[src/rtl/cache_pkg.sv]
// Shared types and default widths for the cache front-end controller.
package cache_pkg;

    localparam int NREQ_DEF = 2;
    localparam int AW_DEF   = 8;
    localparam int LW_DEF   = 32;

    typedef enum logic [2:0] {
        IDLE,
        LOOKUP,
        CHECK,
        FILL,
        INSTALL,
        WRITE,
        RESP
    } state_e;

endpackage

[src/rtl/cache_ctrl_rr_arbiter.sv]
// Round-robin arbiter: searches from the rotating pointer, advances it past the winner on grant.
module rr_arbiter #(
    parameter int N  = 2,
    parameter int IW = $clog2(N)
) (
    input  logic          clock,
    input  logic          reset_n,
    input  logic [N-1:0]  req,
    input  logic          en,
    output logic [N-1:0]  grant,
    output logic [IW-1:0] idx,
    output logic          valid
);

    logic [IW-1:0] ptr_reg;

    always_comb begin
        int j;
        j     = 0;
        grant = '0;
        idx   = '0;
        valid = 1'b0;
        for (int k = 0; k < N; k++) begin
            j = int'(ptr_reg) + k;
            if (j >= N) j = j - N;
            if (!valid && req[j]) begin
                valid    = 1'b1;
                grant[j] = 1'b1;
                idx      = IW'(j);
            end
        end
    end

    always_ff @(posedge clock or negedge reset_n) begin
        if (!reset_n) begin
            ptr_reg <= '0;
        end else if (en && valid) begin
            ptr_reg <= (idx == IW'(N - 1)) ? '0 : idx + 1'b1;
        end
    end

endmodule

[src/rtl/cache_ctrl.sv]
// Cache front-end: arbitrates requesters, sequences lookup / miss fill / write-through,
// and pulses done to the granted requester. One transaction in flight.
module cache_ctrl
    import cache_pkg::*;
#(
    parameter int NREQ       = NREQ_DEF,
    parameter int ADDR_WIDTH = AW_DEF,
    parameter int LINE_WIDTH = LW_DEF
) (
    input  logic                       clock,
    input  logic                       reset_n,
    input  logic [NREQ-1:0]            req,
    input  logic [NREQ-1:0]            req_we,
    input  logic [NREQ*ADDR_WIDTH-1:0] req_addr,
    input  logic [NREQ*LINE_WIDTH-1:0] req_wdata,
    output logic [NREQ-1:0]            done,
    output logic [LINE_WIDTH-1:0]      rdata,
    output logic [ADDR_WIDTH-1:0]      c_addr,
    output logic [LINE_WIDTH-1:0]      c_val,
    output logic                       c_read,
    output logic                       c_write,
    input  logic                       c_hit,
    input  logic [LINE_WIDTH-1:0]      c_out,
    output logic                       m_req,
    output logic                       m_we,
    output logic [ADDR_WIDTH-1:0]      m_addr,
    output logic [LINE_WIDTH-1:0]      m_wdata,
    input  logic                       m_ack,
    input  logic [LINE_WIDTH-1:0]      m_rdata
);

    localparam int IW = $clog2(NREQ);

    state_e                  state_reg, state_next;
    logic [IW-1:0]           win_reg;
    logic [ADDR_WIDTH-1:0]   addr_reg;
    logic [LINE_WIDTH-1:0]   wdata_reg;
    logic [LINE_WIDTH-1:0]   fill_reg;
    logic [LINE_WIDTH-1:0]   rdata_reg;
    logic                    wr_first_reg;

    logic [NREQ-1:0]         arb_grant;
    logic [IW-1:0]           arb_idx;
    logic                    arb_valid;
    logic                    we_sel;
    logic [ADDR_WIDTH-1:0]   addr_arr  [NREQ];
    logic [LINE_WIDTH-1:0]   wdata_arr [NREQ];

    genvar gi;
    generate
        for (gi = 0; gi < NREQ; gi++) begin : g_req
            assign addr_arr[gi]  = req_addr[gi*ADDR_WIDTH +: ADDR_WIDTH];
            assign wdata_arr[gi] = req_wdata[gi*LINE_WIDTH +: LINE_WIDTH];
            assign done[gi]      = (state_reg == RESP) && (win_reg == IW'(gi));
        end
    endgenerate

    rr_arbiter #(.N(NREQ), .IW(IW)) u_arb (
        .clock   (clock),
        .reset_n (reset_n),
        .req     (req),
        .en      (state_reg == IDLE),
        .grant   (arb_grant),
        .idx     (arb_idx),
        .valid   (arb_valid)
    );

    assign we_sel  = |(req_we & arb_grant);
    assign rdata   = rdata_reg;
    assign c_addr  = addr_reg;
    assign m_addr  = addr_reg;
    assign m_wdata = wdata_reg;
    // The cache write port carries fill data on install and request data on write-through.
    assign c_val   = (state_reg == WRITE) ? wdata_reg : fill_reg;

    always_comb begin
        state_next = state_reg;
        c_read     = 1'b0;
        c_write    = 1'b0;
        m_req      = 1'b0;
        m_we       = 1'b0;
        case (state_reg)
            IDLE:    if (arb_valid) state_next = we_sel ? WRITE : LOOKUP;
            LOOKUP: begin
                c_read     = 1'b1;
                state_next = CHECK;
            end
            CHECK:   state_next = c_hit ? RESP : FILL;
            FILL: begin
                m_req = 1'b1;
                if (m_ack) state_next = INSTALL;
            end
            INSTALL: begin
                c_write    = 1'b1;
                state_next = RESP;
            end
            WRITE: begin
                c_write = wr_first_reg;
                m_req   = 1'b1;
                m_we    = 1'b1;
                if (m_ack) state_next = RESP;
            end
            RESP:    state_next = IDLE;
            default: state_next = IDLE;
        endcase
    end

    always_ff @(posedge clock or negedge reset_n) begin
        if (!reset_n) begin
            state_reg    <= IDLE;
            win_reg      <= '0;
            addr_reg     <= '0;
            wdata_reg    <= '0;
            fill_reg     <= '0;
            rdata_reg    <= '0;
            wr_first_reg <= 1'b0;
        end else begin
            state_reg <= state_next;
            case (state_reg)
                IDLE: if (arb_valid) begin
                    win_reg      <= arb_idx;
                    addr_reg     <= addr_arr[arb_idx];
                    wdata_reg    <= wdata_arr[arb_idx];
                    wr_first_reg <= we_sel;
                end
                CHECK:   if (c_hit) rdata_reg <= c_out;
                FILL:    if (m_ack) fill_reg <= m_rdata;
                INSTALL: rdata_reg <= fill_reg;
                WRITE:   wr_first_reg <= 1'b0;
                default: ;
            endcase
        end
    end

endmodule

[config.mk]
export PLATFORM = sky130hd
export DESIGN_NAME = cache_ctrl
export DESIGN_NICKNAME = d
export VERILOG_FILES = /design/src/rtl/cache_pkg.sv /design/src/rtl/cache_ctrl_rr_arbiter.sv /design/src/rtl/cache_ctrl.sv
export SDC_FILE = /design/constraint.sdc
export NUM_CORES = 1
export LEC_CHECK = 0
export ABC_AREA = 1
export CAP_MARGIN = 20
export CORE_MARGIN = 2
export CORE_UTILIZATION = 56
export CTS_BUF_LIST = sky130_fd_sc_hd__clkbuf_16
export DETAILED_ROUTE_END_ITERATION = 8
export DONT_BUFFER_PORTS = 1
export MAX_ROUTING_LAYER = met4
export PLACE_DENSITY_LB_ADDON = 0.08
export RECOVER_POWER = 100
export SLEW_MARGIN = 5
export SYNTH_ARGS = -nofsm -noshare
export SYNTH_HDL_FRONTEND = slang
export SYNTH_SLANG_ARGS = --single-unit
[constraint.sdc]
create_clock -name clock -period 2.7 [get_ports clock]
set_input_delay 0.54 -clock clock [delete_from_list [all_inputs] [get_ports clock]]
set_output_delay 0.54 -clock clock [all_outputs]
set_load 0.03 [all_outputs]
==> flow_summary_export.csv <==
group,metric,value,unit
status,status,"complete, but fails checks",
status,violations,"negative hold slack",
worst_setup_path,critPathKind,"register to output port",
timing,period_share,92.66,%
finish,fin_area,6307,µm²
worst_hold_path,hold_path_class,"input pin to async pin",
clock_tree,cts.reportedPaths.clkPinSlew,0.07,ns
floorplan,coreArea,9864,µm²
timing,setup_viol,0,
synthesis,ys_warn_count,0,
pwr,p_leak,0.003414,µW
synthesis,netlist.area_leader.share,48.00,%
synthesis,async_reset_ff_share,100.0,%
floorplan,die_w,105.2,µm
floorplan,dieArea,11060,µm²
placement,hpwlAfterDp,11960,µm
routing,drt_wl_total,16540,µm
routing,num_vias,5317,
worst_setup_path,cp-end-kind,"output port",
clock_tree,cts_inserted_buffers,9,
synthesis,yosysTopAreaCell,"dfrtp_1",
synthesis,synth_top_cells_by_count,"nand2_1, dfrtp_1, nand3_1",
worst_setup_path,worst_setup_path_start_kind,"register",
floorplan,start_util,58.13,%
clock_tree,cts_max_level,3,
worst_setup_path,critical_path_buf_inv_count,3,
worst_setup_path,critPathArrivalTime,1.96,ns
synthesis,synthTopCellsByArea,"dfrtp_1, nand2_1, nand3_1, a31oi_1, nand4_1",
worst_setup_path,worst-r2r-cell-count,7,
worst_setup_path,critPathMaxStageDelay,0.46,ns
routing,drc,0,
clock_tree,cts.sinks,110,
timing,slew_headroom,7.316,%
global_routing,antenna_found_initial,0,
timing,worstMarginPinSlew,1.390,ns
finish,nNetsFinal,943,
clock_tree,insertion_delay,0.34,ns
worst_setup_path,cp_slowest_cell,"inv_2",
clock_tree,cts_tree,"built",
global_routing,grt_pass1_wl,26210,µm
clock_tree,root_buffer,"clkbuf_16",
worst_setup_path,setup.worst_path.start,"state_reg[1]",
timing,skew,0.008160,ns
synthesis,netlist_instances,803,
timing,rsz0062_at_grt,"false",
synthesis,synth_edf_count,0,
floorplan,fp.dieH,105.2,µm
routing,drt_iter0_drc,441,
worst_setup_path,crit_fanout,35,
timing,finalHoldViolCount,110,
synthesis,syn_nets,955,
timing,period_needed,2.502,ns
finish,area_growth,9.993,%
placement,globalplace.congestion,0.9433,
routing,dr.pass1.iters,5,
timing,finalSetupTns,0,ns
routing,vias_per_cell,5.723,
worst_setup_path,crit_path_frequent_cell,"nand2_1",
worst_setup_path,crit_chain,"inv_1, nand3_1, inv_2, nand2_1, nand2_1, clkbuf_1",
synthesis,ys_seq_elements,110,
worst_setup_path,crit_family,"buffers and inverters",
floorplan,num_rows,36,
timing,holdWs,-0.1081,ns
clock_tree,cts_setup_buffers,0,
global_routing,grt_pass1_vias,4923,
clock_tree,clockBufferDepth,2,
routing,avgRoutedWirePerCell,17.80,µm
routing,ant_nets,0,
finish,fillers,887,
synthesis,syn-cell-area,5734,µm²
placement,port_buffers,0,
placement,placedInstanceArea,6127,µm²
flow_run,drv_cap,0,
worst_setup_path,crit_cells,6,
pwr,power.density,1542,nW/µm²
global_routing,grt_overflow,0,
global_routing,grt_max_degree,111,
synthesis,synth_area_per_cell,7.141,µm²
synthesis,synth_ff_type,"dfrtp_1",
synthesis,yosysMostFrequentCell,"nand2_1",
synthesis,ys_types,17,
synthesis,ys_seq_area_share,48.00,%
timing,final-max-slew-violation-count,0,
floorplan,ioPinCount,270,
pwr,vdd_drop_max,0.8312,mV
timing,fmax,399.7,MHz
finish,diodes,0,
worst_setup_path,r2r_start,"state_reg[2]",
worst_setup_path,cp.required,2.16,ns
finish,drive_gt1_share,6.658,%
global_routing,grt_use_total,30.61,%
-- worst paths after layout --
| path | slack (ns) | to |
|---|---|---|
| min reg2reg | 0.51 | fill_reg[20] |
| max | 0.20 | c_val[29] |
| max in group asynchronous | 2.64 | u_arb.ptr_reg |
| min | -0.11 | rdata[11] |
| max reg2reg | 0.35 | fill_reg[21] |
| min in group clock | 0.33 | fill_reg[20] |
-- per-stage QoR --
step                total power, µW  setup WS [ns]  cells  util (%)
CTS                           10090         0.3344    929     65.55
floorplan                      7065         0.7720    803         -
finish                         9728         0.1982    929     63.94
global placement               8439         0.7695    913     62.11
detailed placement             8581         0.7181    913     62.11
global route                  10350        0.07236    929     63.94
-- layout by cell type, fill, tap and decap left out --
| cell type | count |
|---|---|
| clkinvlp_4 | 1 |
| bufinv_16 | 3 |
| inv_1 | 11 |
| dlymetal6s2s_1 | 4 |
| nand3_2 | 1 |
| nand2_2 | 1 |
| clkbuf_1 | 5 |
| buf_12 | 11 |
| clkbuf_16 | 9 |
| o21ai_0 | 4 |
| nand2_1 | 425 |
| a31oi_1 | 32 |
| dfrtp_1 | 110 |
| clkbuf_2 | 15 |
| nor2_1 | 38 |
| inv_2 | 4 |
| nand4_1 | 32 |
| buf_4 | 7 |
| clkinv_1 | 1 |
| inv_6 | 1 |
| nand3_1 | 81 |
-- logic make-up (layout without fill, tap and decap cells) --
logic type	after synthesis	count (layout)	share of synthesized area, %
flip-flops	110	110	48.00
AND/OR/NAND/NOR	578	578	41.33
buffers and inverters	79	72	6.829
AO/OA/AOI/OAI	36	36	3.840
-- power breakdown --
group          internal, µW  total (µW)  leakage [µW]  switching (µW)
Sequential             2420        4310       0.00133            1880
Combinational          1310        3920       0.00192            2610
Clock                   905        1500      0.000169             600
Total                  4640        9730       0.00341            5090
-- metal layers --
layer / GRT usage, % / vias up / share of wire [%]
met5: - / - / 0
met4: 8.667 / 0 / 2.1
met3: 5.365 / 31 / 7.8
met2: 47.70 / 270 / 48
met1: 41.37 / 2472 / 42
li1: - / 2544 / -
-- cell type report --
type	instances	area [µm²]	share of cell area, %
clock inverters	7	113.9	1.805
inverters	14	52.55	0.8332
repair buffers	42	416.7	6.606
well taps	133	166.4	2.638
multi-input cells	614	2580	40.90
flip-flops and latches	110	2753	43.64
clock buffers	9	225.2	3.571
-- what timing repair did --
| action | CTS | global route |
|---|---|---|
| endpoints found under the hold margin | 110 | 110 |
| setup endpoints to repair | 0 | 0 |
| gates resized for setup | 0 | 0 |
-- worst register-to-register path, cell delays in order, from the launching register on --
cell      delay [ns]
dfrtp_1         0.38
buf_4           0.25
inv_2           0.12
nand3_1         0.11
clkinv_1        0.08
clkbuf_1        1.01
nand3_1         0.21
nand2_1         0.13
Power figures use the tool's default switching activity.
